File: src/rtl/instruction_fetch_queue.sv
// instruction_fetch_queue: fetch stage with loadable instruction memory and a prefetch FIFO feeding decode
module instruction_fetch_queue #(
    parameter int SIZE = 32,
    parameter int MAX_INSTRUCTION = 64,
    parameter int QUEUE_DEPTH = 4,
    parameter int WRAP_MODE = 1,
    localparam int ADDR_WIDTH = $clog2(MAX_INSTRUCTION)
) (
    input  logic                  i_clk,
    input  logic                  i_rst,
    input  logic                  i_stall,
    input  logic                  i_jump_en,
    input  logic [SIZE-1:0]       i_jump_addr,
    input  logic                  i_inst_write_enable,
    input  logic [ADDR_WIDTH-1:0] i_write_addr,
    input  logic [SIZE-1:0]       i_write_data,
    output logic [SIZE-1:0]       o_instruction,
    output logic [SIZE-1:0]       o_pc,
    output logic [SIZE-1:0]       o_adder,
    output logic                  o_valid,
    output logic                  o_halted,
    output logic                  o_writing_instruction_mem
);
    localparam int QW = $clog2(QUEUE_DEPTH);

    typedef enum logic [1:0] {LOAD, RUN, HALT} state_t;

    state_t state, state_d;
    logic [SIZE-1:0]       mem    [MAX_INSTRUCTION];
    logic [SIZE-1:0]       q_inst [QUEUE_DEPTH];
    logic [ADDR_WIDTH-1:0] q_pc   [QUEUE_DEPTH];
    logic [QW-1:0]         wr_ptr, rd_ptr;
    logic [QW:0]           count;
    logic [ADDR_WIDTH-1:0] fetch_pc, rd_pc;
    logic [SIZE-1:0]       rd_data;
    logic                  inflight, pop, issue, last;
    logic                  unused_jump_bits;

    assign unused_jump_bits = ^i_jump_addr[SIZE-1:ADDR_WIDTH];

    // Issue only if the entry landing this edge plus the new read still fit after the pop
    always_comb begin
        pop = o_valid && !i_stall;
        issue = state != HALT && (int'(count) - int'(pop) + int'(inflight) < QUEUE_DEPTH);
        last = &fetch_pc;
        state_d = i_inst_write_enable ? LOAD :
                  i_jump_en ? RUN :
                  (state == HALT || (issue && last && WRAP_MODE == 0)) ? HALT : RUN;
    end

    always_ff @(posedge i_clk) begin
        if (i_rst)
            state <= RUN;
        else
            state <= state_d;
    end

    always_ff @(posedge i_clk) begin
        if (i_rst) begin
            for (int i = 0; i < MAX_INSTRUCTION; i++)
                mem[i] <= '0;
            count <= '0;
            wr_ptr <= '0;
            rd_ptr <= '0;
            inflight <= 1'b0;
            fetch_pc <= '0;
            rd_pc <= '0;
            rd_data <= '0;
            o_writing_instruction_mem <= 1'b0;
        end else begin
            o_writing_instruction_mem <= i_inst_write_enable;
            if (i_inst_write_enable || i_jump_en) begin
                if (i_inst_write_enable)
                    mem[i_write_addr] <= i_write_data;
                count <= '0;
                wr_ptr <= '0;
                rd_ptr <= '0;
                inflight <= 1'b0;
                fetch_pc <= i_inst_write_enable ? '0 : i_jump_addr[ADDR_WIDTH-1:0];
            end else begin
                if (inflight) begin
                    q_inst[wr_ptr] <= rd_data;
                    q_pc[wr_ptr] <= rd_pc;
                    wr_ptr <= wr_ptr + 1'b1;
                end
                if (pop)
                    rd_ptr <= rd_ptr + 1'b1;
                count <= count + (QW+1)'(inflight) - (QW+1)'(pop);
                inflight <= issue;
                if (issue) begin
                    rd_data <= mem[fetch_pc];
                    rd_pc <= fetch_pc;
                    fetch_pc <= fetch_pc + 1'b1;
                end
            end
        end
    end

    assign o_valid = count != '0;
    assign o_instruction = o_valid ? q_inst[rd_ptr] : '0;
    assign o_pc = o_valid ? SIZE'(q_pc[rd_ptr]) : '0;
    assign o_adder = o_valid ? o_pc + SIZE'(1) : '0;
    assign o_halted = state == HALT && count == '0 && !inflight;
endmodule

File: config.mk
export PLATFORM = sky130hd
export DESIGN_NAME = instruction_fetch_queue
export DESIGN_NICKNAME = d
export VERILOG_FILES = /design/src/rtl/instruction_fetch_queue.sv
export SDC_FILE = /design/constraint.sdc
export NUM_CORES = 2
export LEC_CHECK = 0
export CORE_AREA = 3 3 552 554
export DETAILED_ROUTE_END_ITERATION = 8
export DIE_AREA = 0 0 555 557
export GPL_TIMING_DRIVEN = 0
export HOLD_SLACK_MARGIN = 0.05
export PLACE_DENSITY = 0.53
export REMOVE_ABC_BUFFERS = 1
export SETUP_SLACK_MARGIN = 0.5
export SYNTH_ARGS = -nofsm -noshare
export SYNTH_HDL_FRONTEND = slang
export SYNTH_SLANG_ARGS = --single-unit
File: constraint.sdc
create_clock -name i_clk -period 3.6 [get_ports i_clk]
set_input_delay 0.72 -clock i_clk [delete_from_list [all_inputs] [get_ports i_clk]]
set_output_delay 0.72 -clock i_clk [all_outputs]
set_load 0.1 [all_outputs]
### After elaboration in Yosys (flattened, before gate mapping)

Memories as Yosys holds them, arrays and structs flattened. A register that Yosys moved wholly into a read port is not among the register bits.
Cells that the tools add are included.

* flip-flop bits (word level): 23
* RAM bits: 2200
* input port bits: 75
* logic and storage cells: 64
* memories: 3

Memories
* mem: depth 64, bits a word 32, rd ports 1, clocked after Yosys merged registers in 1, write ports 64, RTL line 29 `logic [SIZE-1:0] mem [MAX_INSTRUCTION];`
* q_inst: depth 4, bits a word 32, rd ports 1, clocked after Yosys merged registers in 1, write ports 1, RTL line 30 `logic [SIZE-1:0] q_inst [QUEUE_DEPTH];`
* q_pc: depth 4, bits a word 6, rd ports 1, clocked after Yosys merged registers in 1, write ports 1, RTL line 31 `logic [ADDR_WIDTH-1:0] q_pc [QUEUE_DEPTH];`

* $add $sub $neg: 8
* magnitude comparators: 1
* equal/unequal tests: 2
* muxes and demuxes: 26
* bitwise logic cells: 1
* reductions and logical operators: 14

Operator list (number)
* $mux W32: 2
* $reduce_or A32 Y1: 1
* $mux W6: 5
* $mux W1: 13
* $mux W2: 5
* $add A6 B1 Y7 const B: 1
* $mux W7: 1
* $add A6 B1 Y6 const B: 1
* $add A4 B2 Y5: 1
* $lt A5 B4 Y1 const B: 1
* $add A2 B1 Y2 const B: 2
* $logic_and A1 B1 Y1: 4
* $sub A3 B1 Y4: 1
* $add A3 B1 Y3: 1
* $logic_not A3 Y1: 1
* $reduce_bool A3 Y1: 1
* $reduce_or A3 Y1: 1
* $sub A3 B1 Y3: 1
* $eq A2 B2 Y1 const B: 1
* $logic_not A1 Y1: 2
* $ne A2 B2 Y1 const B: 1
* $reduce_and A2 Y1: 1
* $reduce_bool A2 Y1: 1
* $reduce_or A2 Y1: 1
* other kinds (2): 2

### Longest topological paths before layout

* word-level depth: 8
* mapped depth: 12
* gate-level depth less buffers: 10

### Least setup slack after synthesis

No wires, ideal clock.

* path kind: reg2out
* start point: register count[1]
* end point: output o_adder[4]
* data arrival time: 4.373 ns
* required time: 2.880 ns
* path slack: -1.493 ns
* stages on the path, launching flop included: 9
* buffers on the path: 1
* path through: dfxtp_1 > nor3_1 > inv_1 > clkbuf_1 > and2_1 > ha_1 > nand3_1 > xor2_1 > nor2_1

* cells in the longest elaborated chain, start to end: 4

RTL lines
* from (decl): RTL line 33 `logic [QW:0] count;`
* from (signal assigned): RTL line 88 `count <= count + (QW+1)'(inflight) - (QW+1)'(pop);`
* $reduce_bool A3 Y1: RTL line 99 `assign o_valid = count != '0;`
* named net o_valid: RTL line 20 `output logic o_valid,`
* $mux W6: RTL line 101 `assign o_pc = o_valid ? SIZE'(q_pc[rd_ptr]) : '0;`
* named net o_pc[1]: RTL line 18 `output logic [SIZE-1:0] o_pc,`
* $add A6 B1 Y7: RTL line 102 `assign o_adder = o_valid ? o_pc + SIZE'(1) : '0;`
* $mux W7: RTL line 102
* to (decl): RTL line 19 `output logic [SIZE-1:0] o_adder,`

The timed path passes the listed nets, and every way through them passes these cells.

==> metrics.md <==
| Metric | Value |
|---|---|
| TritonCTS buffer count | 240 |
| Worst setup margin | 0.0728 ns |
| CTS root buffer | clkbuf_16 |
| Vias in the first global route | roughly 59000 |
| CTS tree | built |
| Worst-Skew Late Latency | approximately 0.9 ns |
| Count of cell types in the netlist | 65 |
| Synth Area in Simple Gates | 0.147 |
| HP Class | primary input to register |
| CTS max path bufs | 3 |
| Synth Flop Type | edfxtp_1 |
| Max-cap viol count | 1 |
| Clk_skew | roughly 0.037 ns |
| I/O pins | 174 |
| Placer Congestion | roughly 0.8 |
| DRC Markers | 0 |
| Placed cell count | around 10000 |
| # rows | 201 |
| Sequential share of the synthesized area | 0.660 |
| Die W | about 560 µm |
| Vias/cell | roughly 5.4 |
| Largest family of logic cells by synthesized area | simple AND/OR/NAND/NOR gates |
| Largest net degree at the start of global routing | between 60 and 70 |
| Highest clock rate | between 0.2 and 0.3 GHz |
| Total Die Area | roughly 310000 µm² |
| Crit-path max FO | 5 |
| Final Max Tran Viols | 0 |
| Synth top area cells | edfxtp_1 65%, and2_1 13%, mux4_2 9.6% |
| Adder-cell share of the synthesized area | 0.00130 |
| Cell Area, Synth | between 100000 and 150000 µm² |
| FF+latch count, synth | 2257 |
| Final WL | 350000 µm |
| Setup TNS | 0 ns |
| Antenna Nets Post-Route | 0 |
| Slew Limit Headroom | 0.00239 |
| Starting Density | 0.339 |
| Number of synthesized flops with an enable pin | 2200 |
| First-pass GRT wire length | around 470000 µm |
| Clk pin slew, worst setup/hold paths | ~0.06 ns |
| CP Data Required Time | 2.88 ns |
| First-pass iteration count of the detailed router | 5 |
| Fin crit period | between 3 and 4 ns |
| Leakage Power | about 41 nW |
| DIE HEIGHT | 557 µm |
| Worst Hold Slack | roughly 0.20 ns |
| Core area | 300000 µm² |
| Placement Setup Slack | -2.08 ns |
| Synth Area in Compound Gates | 0.0298 |
| Xor/xnor share of the synthesized area | 0.00112 |
| Gr ovfl total | 0 |
| Worst-margin pin slew | ~1.5 ns |
| Mean Syn Cell Area | between 15 and 20 µm² |
| Status | complete, but fails checks |
| Arr. time, crit path | 2.81 ns |
| H-tree depth | 4 |
| Fin crit share | 0.980 |
| Clock sink count | 2257 |
| Pwr Density | 495 nW/µm² |
| YS warnings | 0 |
| Initial antenna violation count | 32 |
| Endpoint class of the critical path | output port |
| Non-Filler Instances | 10903 |
| WS Path Type | register to output port |
| Violations in the final reports | max-capacitance violations |
| Top-area cell type share of the netlist area | 0.649 |
| RSZ-0062 raised after global routing | true |
| Nets | roughly 6800 |
| Async S/R FF share, synth | 0 |
| Endpoints failing hold | 0 |
| Area delta synth->final | 19.4% |
| Final Setup Violations | 0 |
| Biggest area consumer among synthesized cells | edfxtp_1 |
| Vias post-DR | a little under 60000 |
| Initial DRC count | 7033 |
| All-Layer GR Usage | 0.219 |
| I/O Buffers | between 90 and 100 |
| DPL Wire Length | roughly 190000 µm |
| Mux share of post-synthesis cell area | 0.127 |
| Critical path startpoint category | register |
| Share of layout cells above drive strength 1 | 0.238 |
| Max VDD drop | 0.559 mV |
| Cells after Synth | roughly 6600 |
| Routed WL per cell | roughly 32 µm |
-- where the power goes --
group	internal [W]	total, W	switching (W)
registers	0.0300	0.0304	0.000381
clock network	0.0140	0.0245	0.0105
logic	0.00182	0.00522	0.00340
total	0.0458	0.0602	0.0143
-- layer usage --
| layer | track usage | wire, µm |
|---|---|---|
| met1 | 0.292 | 140000 |
| met2 | 0.357 | 166000 |
| met3 | 0.0398 | 29800 |
| met4 | 0.0811 | 14000 |
| met5 | 0 | 71 |
-- cell type report --
cell class                      count  area (µm²)
Fill cell                       26993      178000
Inverter                           10        50.0
Clock inverter                    110        1050
Antenna cell                       17        42.5
Multi-Input combinational cell   3732       33700
Clock buffer                      333        6630
Tap cell                         3958        4950
Timing Repair Buffer              486        7890
Sequential cell                  2257       67200
-- path summary, 6_finish.rpt --
path | start | to | slack [ns] | depth (start not counted)
hold / removal | i_write_data[7] | mem[41][7] | 0.20 | 2
setup / recovery | register | o_adder[5] | 0.07 | 6
setup reg to reg | fetch_pc[0] | rd_data[20] | 0.24 | 11
hold reg to reg | rd_pc[0] | q_pc[3][0] | 0.50 | 0
-- cell usage in the layout (no fill, tap or decap), types with 25 or more instances in the layout --
cell type	count
a21oi_1	58
a221o_1	25
a22oi_1	57
and2_1	2054
and2_4	38
buf_12	149
buf_16	77
buf_4	155
buf_6	29
clkbuf_1	68
clkbuf_16	252
clkinv_1	41
clkinv_2	36
conb_1	51
dfxtp_1	46
edfxtp_1	2200
mux2i_1	275
mux4_2	436
nand2_1	52
nor2_1	39
nor2_4	66
o221ai_1	26
o22ai_1	42
or2_4	89
-- cells in the mapped netlist (all sizes together) (27+ instances only) --
cell,instances
a21oi,72
a22oi,63
o21ai,30
clkbuf,472
o22ai,43
nor2b,34
o221ai,27
or2,67
a22o,32
a211oi,31
dfxtp,57
mux4,437
edfxtp,2200
and2,2093
mux2i,281
nor2,110
buf,231
a2111oi,27
nand2,64
-- cell families (layout without fill, tap and decap cells) --
| group | count (synthesis) | count (layout) |
|---|---|---|
| AO/OA/AOI/OAI | 414 | 414 |
| XOR/XNOR | 13 | 13 |
| adder cells (fa/ha/maj) | 10 | 10 |
| buffers and inverters | 713 | 939 |
| flip-flops | 2257 | 2257 |
| multiplexers | 740 | 740 |
| other | 1 | 68 |
| AND/OR/NAND/NOR | 2457 | 2504 |
-- worst max-delay path: stages (launching register included) --
cell and delay (ns):
dfxtp_4 0.42, buf_12 0.12, buf_12 0.11, mux4_2 0.55, or3_4 0.36, a21oi_4 0.18
buf_12 0.19
-- what timing repair did --
item | in CTS | in global routing
hold endpoints to repair | 0 | 0
endpoints found under the setup margin | 3502 | 1807
pin swaps | 57 | 69
setup buffers | 121 | 72
hold buffers | 0 | 0
cloned | 57 | 28
resized for setup | 505 | 314
-- stage by stage --
step	power, W	area [µm²]	utilization
global route	0.0617	122000	0.405
finish	0.0602	122000	0.405
floorplan	0.0341	98500	-
detailed placement	0.0355	108000	0.361
global placement	0.0368	104000	0.348
CTS	0.0603	119000	0.398
-- state kept, by name, indices dropped and copies added, names as in the netlist, 2 cells and up, named ones only --
register,count
count,3
fetch_pc,6
mem,2048
q_inst,128
q_pc,24
rd_data,32
rd_pc,6
rd_ptr,2
state,2
wr_ptr,2
(Power assumes the default switching activity.)
